### src/rtl/fsm_encoder_engine.sv
// Rate-1/2 layered encoder sequencer. It loads the info sub-blocks, steps the
// parity datapath through its layers, then streams out the codeword sub-blocks.
//
//   state     | meaning
//   ----------+---------------------------------------------------------------
//   ST_LOAD   | accept info sub-blocks into the info buffer (col_q = load count)
//   ST_PARITY | step layer_q/cyc_q over NUM_LAYERS*LAYER_CYCLES cycles
//   ST_OUTPUT | present codeword sub-blocks (col_q = output count)
module fsm_encoder_engine #(
  parameter int NUM_LAYERS    = 8,
  parameter int NUM_INFO_COLS = 8,
  parameter int NUM_CODE_COLS = 16,
  parameter int LAYER_CYCLES  = 4,
  parameter int WIDTH_RATE    = 2,
  parameter logic [WIDTH_RATE-1:0] RATE_1_2 = '0,
  // Column index must cover both the info and the codeword sub-block ranges.
  parameter int WIDTH_COL =
    (((NUM_CODE_COLS > NUM_INFO_COLS) ? NUM_CODE_COLS : NUM_INFO_COLS) > 1) ?
    $clog2((NUM_CODE_COLS > NUM_INFO_COLS) ? NUM_CODE_COLS : NUM_INFO_COLS) : 1,
  parameter int WIDTH_LAYER = (NUM_LAYERS > 1) ? $clog2(NUM_LAYERS) : 1
) (
  input  logic                   clk,
  input  logic                   reset,
  input  logic [WIDTH_RATE-1:0]  rate,
  input  logic                   validIn,
  input  logic                   lastIn,
  output logic                   readyIn,
  output logic                   InfoWrEn,
  output logic [WIDTH_COL-1:0]   CurrCol,
  output logic [WIDTH_LAYER-1:0] CurrLayer,
  output logic                   ParityAccValid,
  output logic                   validOut,
  output logic                   lastOut,
  input  logic                   readyOut,
  output logic                   busy,
  output logic                   errLast
);

  localparam int WIDTH_CYC = (LAYER_CYCLES > 1) ? $clog2(LAYER_CYCLES) : 1;

  localparam logic [WIDTH_COL-1:0]   INFO_LAST  = WIDTH_COL'(NUM_INFO_COLS - 1);
  localparam logic [WIDTH_COL-1:0]   CODE_LAST  = WIDTH_COL'(NUM_CODE_COLS - 1);
  localparam logic [WIDTH_LAYER-1:0] LAYER_LAST = WIDTH_LAYER'(NUM_LAYERS - 1);
  localparam logic [WIDTH_CYC-1:0]   CYC_LAST   = WIDTH_CYC'(LAYER_CYCLES - 1);

  typedef enum logic [1:0] {
    ST_LOAD   = 2'd0,
    ST_PARITY = 2'd1,
    ST_OUTPUT = 2'd2
  } state_t;

  state_t                 state_q;
  logic [WIDTH_COL-1:0]   col_q;
  logic [WIDTH_LAYER-1:0] layer_q;
  logic [WIDTH_CYC-1:0]   cyc_q;
  logic                   err_q;

  logic accept;
  logic info_final;
  logic frame_err;

  // Handshake and output decode from the registered state; readyIn is also
  // gated by reset so no write strobe can escape while the block is held.
  always_comb begin
    readyIn        = reset && (state_q == ST_LOAD) && (rate == RATE_1_2);
    accept         = validIn && readyIn;
    info_final     = (col_q == INFO_LAST);
    frame_err      = (lastIn != info_final);
    InfoWrEn       = accept;
    CurrCol        = col_q;
    CurrLayer      = (state_q == ST_PARITY) ? layer_q : '0;
    ParityAccValid = (state_q == ST_PARITY) && (cyc_q == '0);
    validOut       = (state_q == ST_OUTPUT);
    lastOut        = (state_q == ST_OUTPUT) && (col_q == CODE_LAST);
    busy           = (state_q != ST_LOAD) || (col_q != '0);
    errLast        = err_q;
  end

  // Sequencer: state, counters and the sticky framing flag.
  always_ff @(posedge clk or negedge reset) begin
    if (!reset) begin
      state_q <= ST_LOAD;
      col_q   <= '0;
      layer_q <= '0;
      cyc_q   <= '0;
      err_q   <= 1'b0;
    end else begin
      case (state_q)
        ST_LOAD: begin
          if (accept) begin
            // Beat count alone frames the block; lastIn only feeds errLast.
            if (frame_err) begin
              err_q <= 1'b1;
            end else if (col_q == '0) begin
              err_q <= 1'b0;
            end
            if (info_final) begin
              col_q   <= '0;
              state_q <= ST_PARITY;
            end else begin
              col_q <= col_q + 1'b1;
            end
          end
        end
        ST_PARITY: begin
          if (cyc_q == CYC_LAST) begin
            cyc_q <= '0;
            if (layer_q == LAYER_LAST) begin
              layer_q <= '0;
              state_q <= ST_OUTPUT;
            end else begin
              layer_q <= layer_q + 1'b1;
            end
          end else begin
            cyc_q <= cyc_q + 1'b1;
          end
        end
        ST_OUTPUT: begin
          if (readyOut) begin
            if (col_q == CODE_LAST) begin
              col_q   <= '0;
              state_q <= ST_LOAD;
            end else begin
              col_q <= col_q + 1'b1;
            end
          end
        end
        default: begin
          state_q <= ST_LOAD;
          col_q   <= '0;
          layer_q <= '0;
          cyc_q   <= '0;
        end
      endcase
    end
  end

endmodule

### config.mk
export PLATFORM = sky130hd
export DESIGN_NAME = fsm_encoder_engine
export DESIGN_NICKNAME = d
export VERILOG_FILES = /design/src/rtl/fsm_encoder_engine.sv
export SDC_FILE = /design/constraint.sdc
export NUM_CORES = 1
export LEC_CHECK = 0
export ABC_AREA = 1
export CORE_AREA = 2 2 51 53
export DETAILED_ROUTE_END_ITERATION = 6
export DIE_AREA = 0 0 53 55
export GPL_ROUTABILITY_DRIVEN = 0
export PLACE_DENSITY = 0.59
export SKIP_CTS_REPAIR_TIMING = 1
export SYNTH_ARGS = -nofsm -noshare
export SYNTH_HDL_FRONTEND = slang
export SYNTH_SLANG_ARGS = --single-unit
### constraint.sdc
create_clock -name clk -period 3.55 [get_ports clk]
set_clock_uncertainty 0.2 [all_clocks]
set_input_delay 0.71 -clock clk [delete_from_list [all_inputs] [get_ports clk]]
set_output_delay 0.71 -clock clk [all_outputs]
set_load 0.05 [all_outputs]
* Yosys cells after proc, flatten, opt, wreduce, memory -nomap -nowiden
Cells that the tools add are included. Widths: inputs -> output; s select.
Storage, ports and cells: register bits after elaboration 12, input port bits 7, output and inout bits 14
Operators by class: add/subtract/negate cells 3, eq/ne operators 13, muxes and demuxes 20, bitwise gates (word level) 2, reductions and logical operators 18
Operator list (number):
- $mux 4 | 4
- $mux 2 | 7
- $pmux 4 s3 | 1
- $mux 3 | 3
- $ne 2x1->1 const B | 4
- $logic_not 2->1 | 3
- $pmux 2 s3 | 1
- $pmux 3 s2 | 1
- $reduce_and 3->1 | 2
- $reduce_and 6->1 | 1
- $logic_and 1x1->1 | 5
- $add 4x1->4 const B | 1
- $eq 2x2->1 const B | 2
- $eq 4x3->1 const B | 1
- $eq 4x4->1 const B | 1
- $logic_not 4->1 | 1
- $ne 2x2->1 const B | 2
- $pmux 2 s2 | 1
- $reduce_bool 2->1 | 2
- $reduce_bool 4->1 | 1
- $add 3x1->3 const B | 1
- $eq 3x3->1 const B | 1
- $add 2x1->2 const B | 1
- $eq 2x1->1 const B | 1
- 6 further kinds | 8

* Longest topological paths before layout
Gate-level depths: netlist of the first run.
depth in word-level cells 6, depth in mapped cells 8, depth with buffers taken out 8

* Worst setup path after synthesis of the first run
No wires, ideal clock.
kind input -> output, from in rate[0], to out InfoWrEn, arrival time 1.786 ns, required time 2.640 ns, slack 0.854 ns, cell stages on the path 5, path buffers 0, cells stage by stage inv_1 > nand3_1 > nor2_2 > nand2_1 > inv_1
On the way: word-level cells in the longest chain between the ends 3
RTL lines:
- start: declaration | RTL line 24 | input logic [WIDTH_RATE-1:0] rate,
- $logic_not 2->1 | RTL line 65 | readyIn = reset && (state_q == ST_LOAD) && (rate == RATE_1_2);
- $logic_and 1x1->1 | RTL line 65
- named net readyIn | RTL line 27 | output logic readyIn,
- $logic_and 1x1->1 | RTL line 66 | accept = validIn && readyIn;
- end: declaration | RTL line 28 | output logic InfoWrEn,
The timed path passes the listed nets, and every way through them passes these cells.

* Worst setup path after layout of the first run
from reg col_q[0], in the netlist CurrCol[0], to out lastOut
On the way: word-level cells in the longest chain between the ends 2
RTL lines:
- start: declaration | RTL line 53 | logic [WIDTH_COL-1:0] col_q;
- start signal: assignment | RTL line 101 | col_q <= col_q + 1'b1;
- start signal: assignment | RTL line 124 | col_q <= col_q + 1'b1;
- $eq 4x4->1 | RTL line 74 | lastOut = (state_q == ST_OUTPUT) && (col_q == CODE_LAST);
- $logic_and 1x1->1 | RTL line 74
- end: declaration | RTL line 33 | output logic lastOut,
No other way between the ends.

==> flow_summary.toml, run 1 <==
[clock_network]
cts_buffer_depth = 2
cts-root-buf = "clkbuf_4"
htreeDepth = 1
numClockSinks = 12
cts_tree = "built"
clk_pin_slew_worst_paths_ns = 0.08
numCtsBuffers = 3
clk-insertion-delay-late_ns = 0.27

[synthesis]
ys_warn_count = 0
yosysMostFrequentCell = "inv_1"
netlist-cell-type-count = 20
synth-edff-count = 0
synth_top_area_share_pct = 37.9
synth_seq_cells = 12
synthCells = 104
yosys-top-cells-area = "dfrtp_1, ha_1, nand3_1, inv_1, nand2_1"
syn_area_per_cell_um2 = 7.63
synthFlopType = "dfrtp_1"
syn_area_um2 = 793
synthArstFlopShare_pct = 100
yosysSeqAreaShare_pct = 37.9
yosysTopAreaCell = "dfrtp_1"
mappedNetlistNets = 117
synthTopCellsByCount = "inv_1, nand2_1, nand3_1, dfrtp_1, nor2_1"

[route]
drt-vias-per-instance = 4.65
drc_errors = 0
wl_per_cell_um = 11.1
first_pass_iters = 4
antenna_left = 0
drt_iter0_markers = 9
vias = 734
drt-total-wl_mm = 1.76

[sta]
worst_pin_slew_ns = 0.502
min_period_ns = 2.95
setup_viol = 0
setup_tns_ns = 0
relSlewSlack_pct = 66.4
final_hold_viol_count = 0
final_max_slew_viol_count = 0
finalCritPeriodShare_pct = 83.0
rsz0062_at_grt = "no"
fmax_mhz = 339

[job]
maxCapViolCount = 0

[setup_path]
end_kind = "output port"
r2r_start = "CurrCol[0]"
r2r_cells = 8
r2r_slack_ns = 1.94
crit_arrival_ns = 2.04
crit_chain = "ha_1, nand3_1, nor2_1, clkdlybuf4s50_1"
crit_fanout = 6
slowest_stage = "clkdlybuf4s50_1"
crit_path_max_incr_delay_ns = 0.82
critical_path.top_delay_family = "buffers and inverters"
cp-start-kind = "flop"
path_class = "flop to output port"
crit_buf_inv = 1
required_ns = 2.64
r2r-end = "state_q[1]"

[pwr]
ir_drop_uv = 501
powerDensity_nw_per_um2 = 643
p_leak_nw = 0.538

[finish]
finalNonFillerCells = 158
drive_gt1_share_pct = 13.3
antenna_cells = 0
final_nets = 142
multi_input_area_um2 = 413
num-fill-cells = 244
area_delta_synth_final_pct = 37.4
regArea_um2 = 300

[global_route]
gr-total-overflow = 0
track_usage_pct = 15.4
grt_pass1_wl_mm = 3.25
grt_start_max_net_pins = 14
antenna_found_initial = 0
grt_pass1_vias = 768

[outcome]
status = "completed"

[hold_path]
holdPathEnd = "state_q[1]"
hold_depth = 2
hold_class = "flop to flop"
min-delay-start = "state_q[1]"

[floorplan]
initial_core_util_pct = 33.5
dieArea_um2 = 2920
num_rows = 18
fp.coreArea_um2 = 2360
ios = 21
die_w_um = 53
die_h_um = 55

[place]
dp_cells = 154
portBuffers = 20
dp_hpwl_mm = 1.42
==> routing by layer <==
metal | wire length [µm] | part of all wire [%] | track usage, %
met2 | 799 | 45 | 25.0
met3 | 104 | 5.9 | 3.49
met1 | 828 | 47 | 19.4
met4 | 27 | 1.5 | 7.69
met5 | 0 | 0 | 0
==> stage by stage <==
stage	hold slack, ns	util, %	worst slack, ns	total power, mW	instance area, µm²
after floorplan	0.214	-	0.854	0.476	793
after CTS	0.337	46.1	0.608	0.706	1090
final	0.338	46.1	0.603	0.701	1090
after detailed placement	0.318	44.6	0.797	0.593	1050
after global placement	0.303	44.6	0.817	0.588	1050
after global routing	0.404	46.1	0.532	0.755	1090
==> how the worst max path moves through the flow <==
| stage | from | end | slack (ns) | cells after the start |
|---|---|---|---|---|
| after global placement | reset | InfoWrEn | 0.82 | 6 |
| final | CurrCol[0] | lastOut | 0.60 | 4 |
| after floorplan | rate[0] | InfoWrEn | 0.85 | 5 |
| after CTS | CurrCol[0] | lastOut | 0.61 | 4 |
| after global routing | CurrCol[0] | lastOut | 0.53 | 4 |
| after detailed placement | reset | InfoWrEn | 0.80 | 6 |
==> final cells by class <==
class / instances / share of cell area (%)
inverters: 20 / 6.89
repair buffers: 21 / 20.9
flip-flops and latches: 12 / 27.6
clock buffers: 4 / 3.33
well taps: 30 / 3.44
multi-input cells: 71 / 37.9
==> where the power goes <==
group	internal (mW)	switching, mW
combinational	0.126	0.252
sequential	0.166	0.0449
clock	0.0623	0.0488
total	0.354	0.346
==> cells by family after synthesis <==
| group | synth area share, % |
|---|---|
| fa+ha+maj | 9.46 |
| xor+xnor | 1.10 |
| simple gates | 30.4 |
| buf+inv | 10.1 |
| flops | 37.9 |
| compound gates | 11.0 |
==> worst min-delay path: stages (launching register included) <==
cell and delay (ns):
dfrtp_1 0.40, nand2_1 0.07, nand2_1 0.05
==> state kept, by name, indices dropped and copies added, names as in the netlist <==
register	count
state_q	2
layer_q	3
errLast	1
CurrCol	4
cyc_q	2
==> layout by cell type, fill, tap and decap left out <==
cell,netlist,final
a21oi_4,1,1
nand3_2,1,1
nand2_1,15,15
nand2_4,1,1
o21ai_0,7,7
o21ai_1,4,4
clkdlybuf4s50_1,0,18
dfrtp_1,12,12
nand3_1,15,15
clkbuf_4,0,3
nor2_1,9,9
buf_4,0,1
xor2_1,1,1
inv_1,19,19
buf_12,0,2
a31oi_1,1,1
inv_2,1,1
nor2_2,3,3
ha_1,6,6
clkbuf_8,0,1
nor2_4,1,1
a21oi_1,2,2
nand4_1,2,2
nand2_2,2,2
(Power assumes the default switching activity.)
==> inputs of run 2 (changes only) <==
==> constraint.sdc (replaced) <==
create_clock -name clk -period 2.75 [get_ports clk]
set_clock_uncertainty 0.2 [all_clocks]
set_input_delay 0.55 -clock clk [delete_from_list [all_inputs] [get_ports clk]]
set_output_delay 0.55 -clock clk [all_outputs]
set_load 0.05 [all_outputs]
==> flow_summary.toml, run 2 (synthesis results as in run 1) <==
[hold_path]
min-delay-start = "state_q[1]"
holdPathEnd = "state_q[1]"
hold_depth = 2
hold_class = "flop to flop"

[finish]
final_common_cell = "inv_1"
fin_util_pct = 46.8
largest_reg_flops = 4
area_delta_synth_final_pct = 39.6
antenna_cells = 0
final_nets = 143
drive_gt1_share_pct = 14.7
num-fill-cells = 244
mostFrequentLayoutCells = "inv_1, nand2_1, nand3_1, dfrtp_1, clkdlybuf4s50_1"

[clock_network]
numClockSinks = 12
cts-root-buf = "clkbuf_4"
numCtsBuffers = 3
clk_pin_slew_worst_paths_ns = 0.09
cts_buffer_depth = 2
htreeDepth = 1
cts_tree = "built"
clk-insertion-delay-late_ns = 0.28

[outcome]
status = "completed"

[place]
pre_cts_slack_ns = 0.336
portBuffers = 20
dp_hpwl_mm = 1.38

[sta]
worst_pin_slew_ns = 0.503
final_hold_viol_count = 0
fmax_mhz = 402
relSlewSlack_pct = 66.4
setup_slack_ns = 0.263
min_period_ns = 2.49
final_max_slew_viol_count = 0
setup_viol = 0
finalCritPeriodShare_pct = 90.4
rsz0062_at_grt = "no"
setup_tns_ns = 0

[pwr]
ir_drop_uv = 562
powerDensity_nw_per_um2 = 819
p_leak_nw = 0.621

[floorplan]
die_h_um = 55
num_rows = 18
dieArea_um2 = 2920
initial_core_util_pct = 33.5
die_w_um = 53
fp.coreArea_um2 = 2360
ios = 21

[global_route]
gr-total-overflow = 0
antenna_found_initial = 0
grt_pass1_vias = 671
grt_pass1_wl_mm = 2.89
grt_start_max_net_pins = 14
track_usage_pct = 13.6

[setup_path]
r2r-end = "state_q[1]"
crit_arrival_ns = 1.74
r2r_cells = 8
required_ns = 2.00
r2r_slack_ns = 1.17
path_class = "flop to output port"
crit_fanout = 4
r2r_start = "CurrCol[1]"
end_kind = "output port"
cp-start-kind = "flop"

[job]
maxCapViolCount = 0

[route]
drt-vias-per-instance = 4.68
wl_per_cell_um = 10.6
antenna_left = 0
drc_errors = 0
drt_iter0_markers = 13
vias = 744
first_pass_iters = 4
drt-total-wl_mm = 1.69
[run 2: changes by cell type in the layout (fill, tap and decap cells not counted)]
cell,previous run,this run
buf_4,1,3
clkdlybuf4s50_1,18,12
dlymetal6s2s_1,0,5
[run 2: where the power goes]
part | total, mW | switching, mW | internal [mW] | leakage, nW
Sequential | 0.270 | 0.0565 | 0.214 | 0.158
Clock | 0.145 | 0.0643 | 0.0804 | 0.0210
Combinational | 0.492 | 0.322 | 0.170 | 0.442
[run 2: through the flow]
| step | cell area [µm²] | hold WS (ns) | power, mW | std cells |
|---|---|---|---|---|
| 3_5_place_dp | 1060 | 0.320 | 0.768 | 155 |
| 6_report | 1110 | 0.335 | 0.907 | 159 |
| 2_1_floorplan | 793 | 0.0544 | 0.615 | 104 |
| 4_1_cts | 1090 | 0.342 | 0.916 | 159 |
| 5_1_grt | 1110 | 0.367 | 0.974 | 159 |
| 3_3_place_gp | 1060 | 0.304 | 0.767 | 155 |
[run 2: per-layer routing]
layer	global-route usage, %	vias to the layer above	part of all wire (%)
met2	22.5	15	43
met1	17.5	338	50
li1	-	387	-
met3	2.96	4	5.7
met4	5.13	0	1.1
met5	0	-	0
[run 2: area by class of cell]
cell class / count / area, µm² / area share, %
tap: 30 / 37.5 / 3.39
inverter: 20 / 75.1 / 6.78
clock buffer: 4 / 36.3 / 3.28
sequential: 12 / 300 / 27.1
timing repair buffer: 22 / 245 / 22.1
multi-input combinational: 71 / 413 / 37.3
[run 2: how the worst max path moves through the flow]
| stage | cells past startpoint | slack [ns] | startpoint | to |
|---|---|---|---|---|
| finish | 3 | 0.26 | state_q[1] | validOut |
| global route | 3 | 0.17 | state_q[1] | validOut |
| CTS | 4 | 0.04 | state_q[1] | ParityAccValid |
| detailed placement | 6 | 0.34 | reset | InfoWrEn |
| global placement | 6 | 0.34 | reset | InfoWrEn |
| floorplan | 3 | 0.26 | CurrCol[1] | lastOut |
[run 2: critical path, stage by stage (launching register included)]
cell	delay, ns
dfrtp_1	0.40
inv_1	0.11
nor2_2	0.12
clkdlybuf4s50_1	0.82
==> inputs of run 3 (changes only) <==
--- a/config.mk
+++ b/config.mk
@@ -11,7 +11,6 @@
 export DIE_AREA = 0 0 53 55
 export GPL_ROUTABILITY_DRIVEN = 0
 export PLACE_DENSITY = 0.59
-export SKIP_CTS_REPAIR_TIMING = 1
 export SYNTH_ARGS = -nofsm -noshare
 export SYNTH_HDL_FRONTEND = slang
 export SYNTH_SLANG_ARGS = --single-unit
==> results of run 3 <==
Final layout, timing and power as in run 2 (identical DEF).
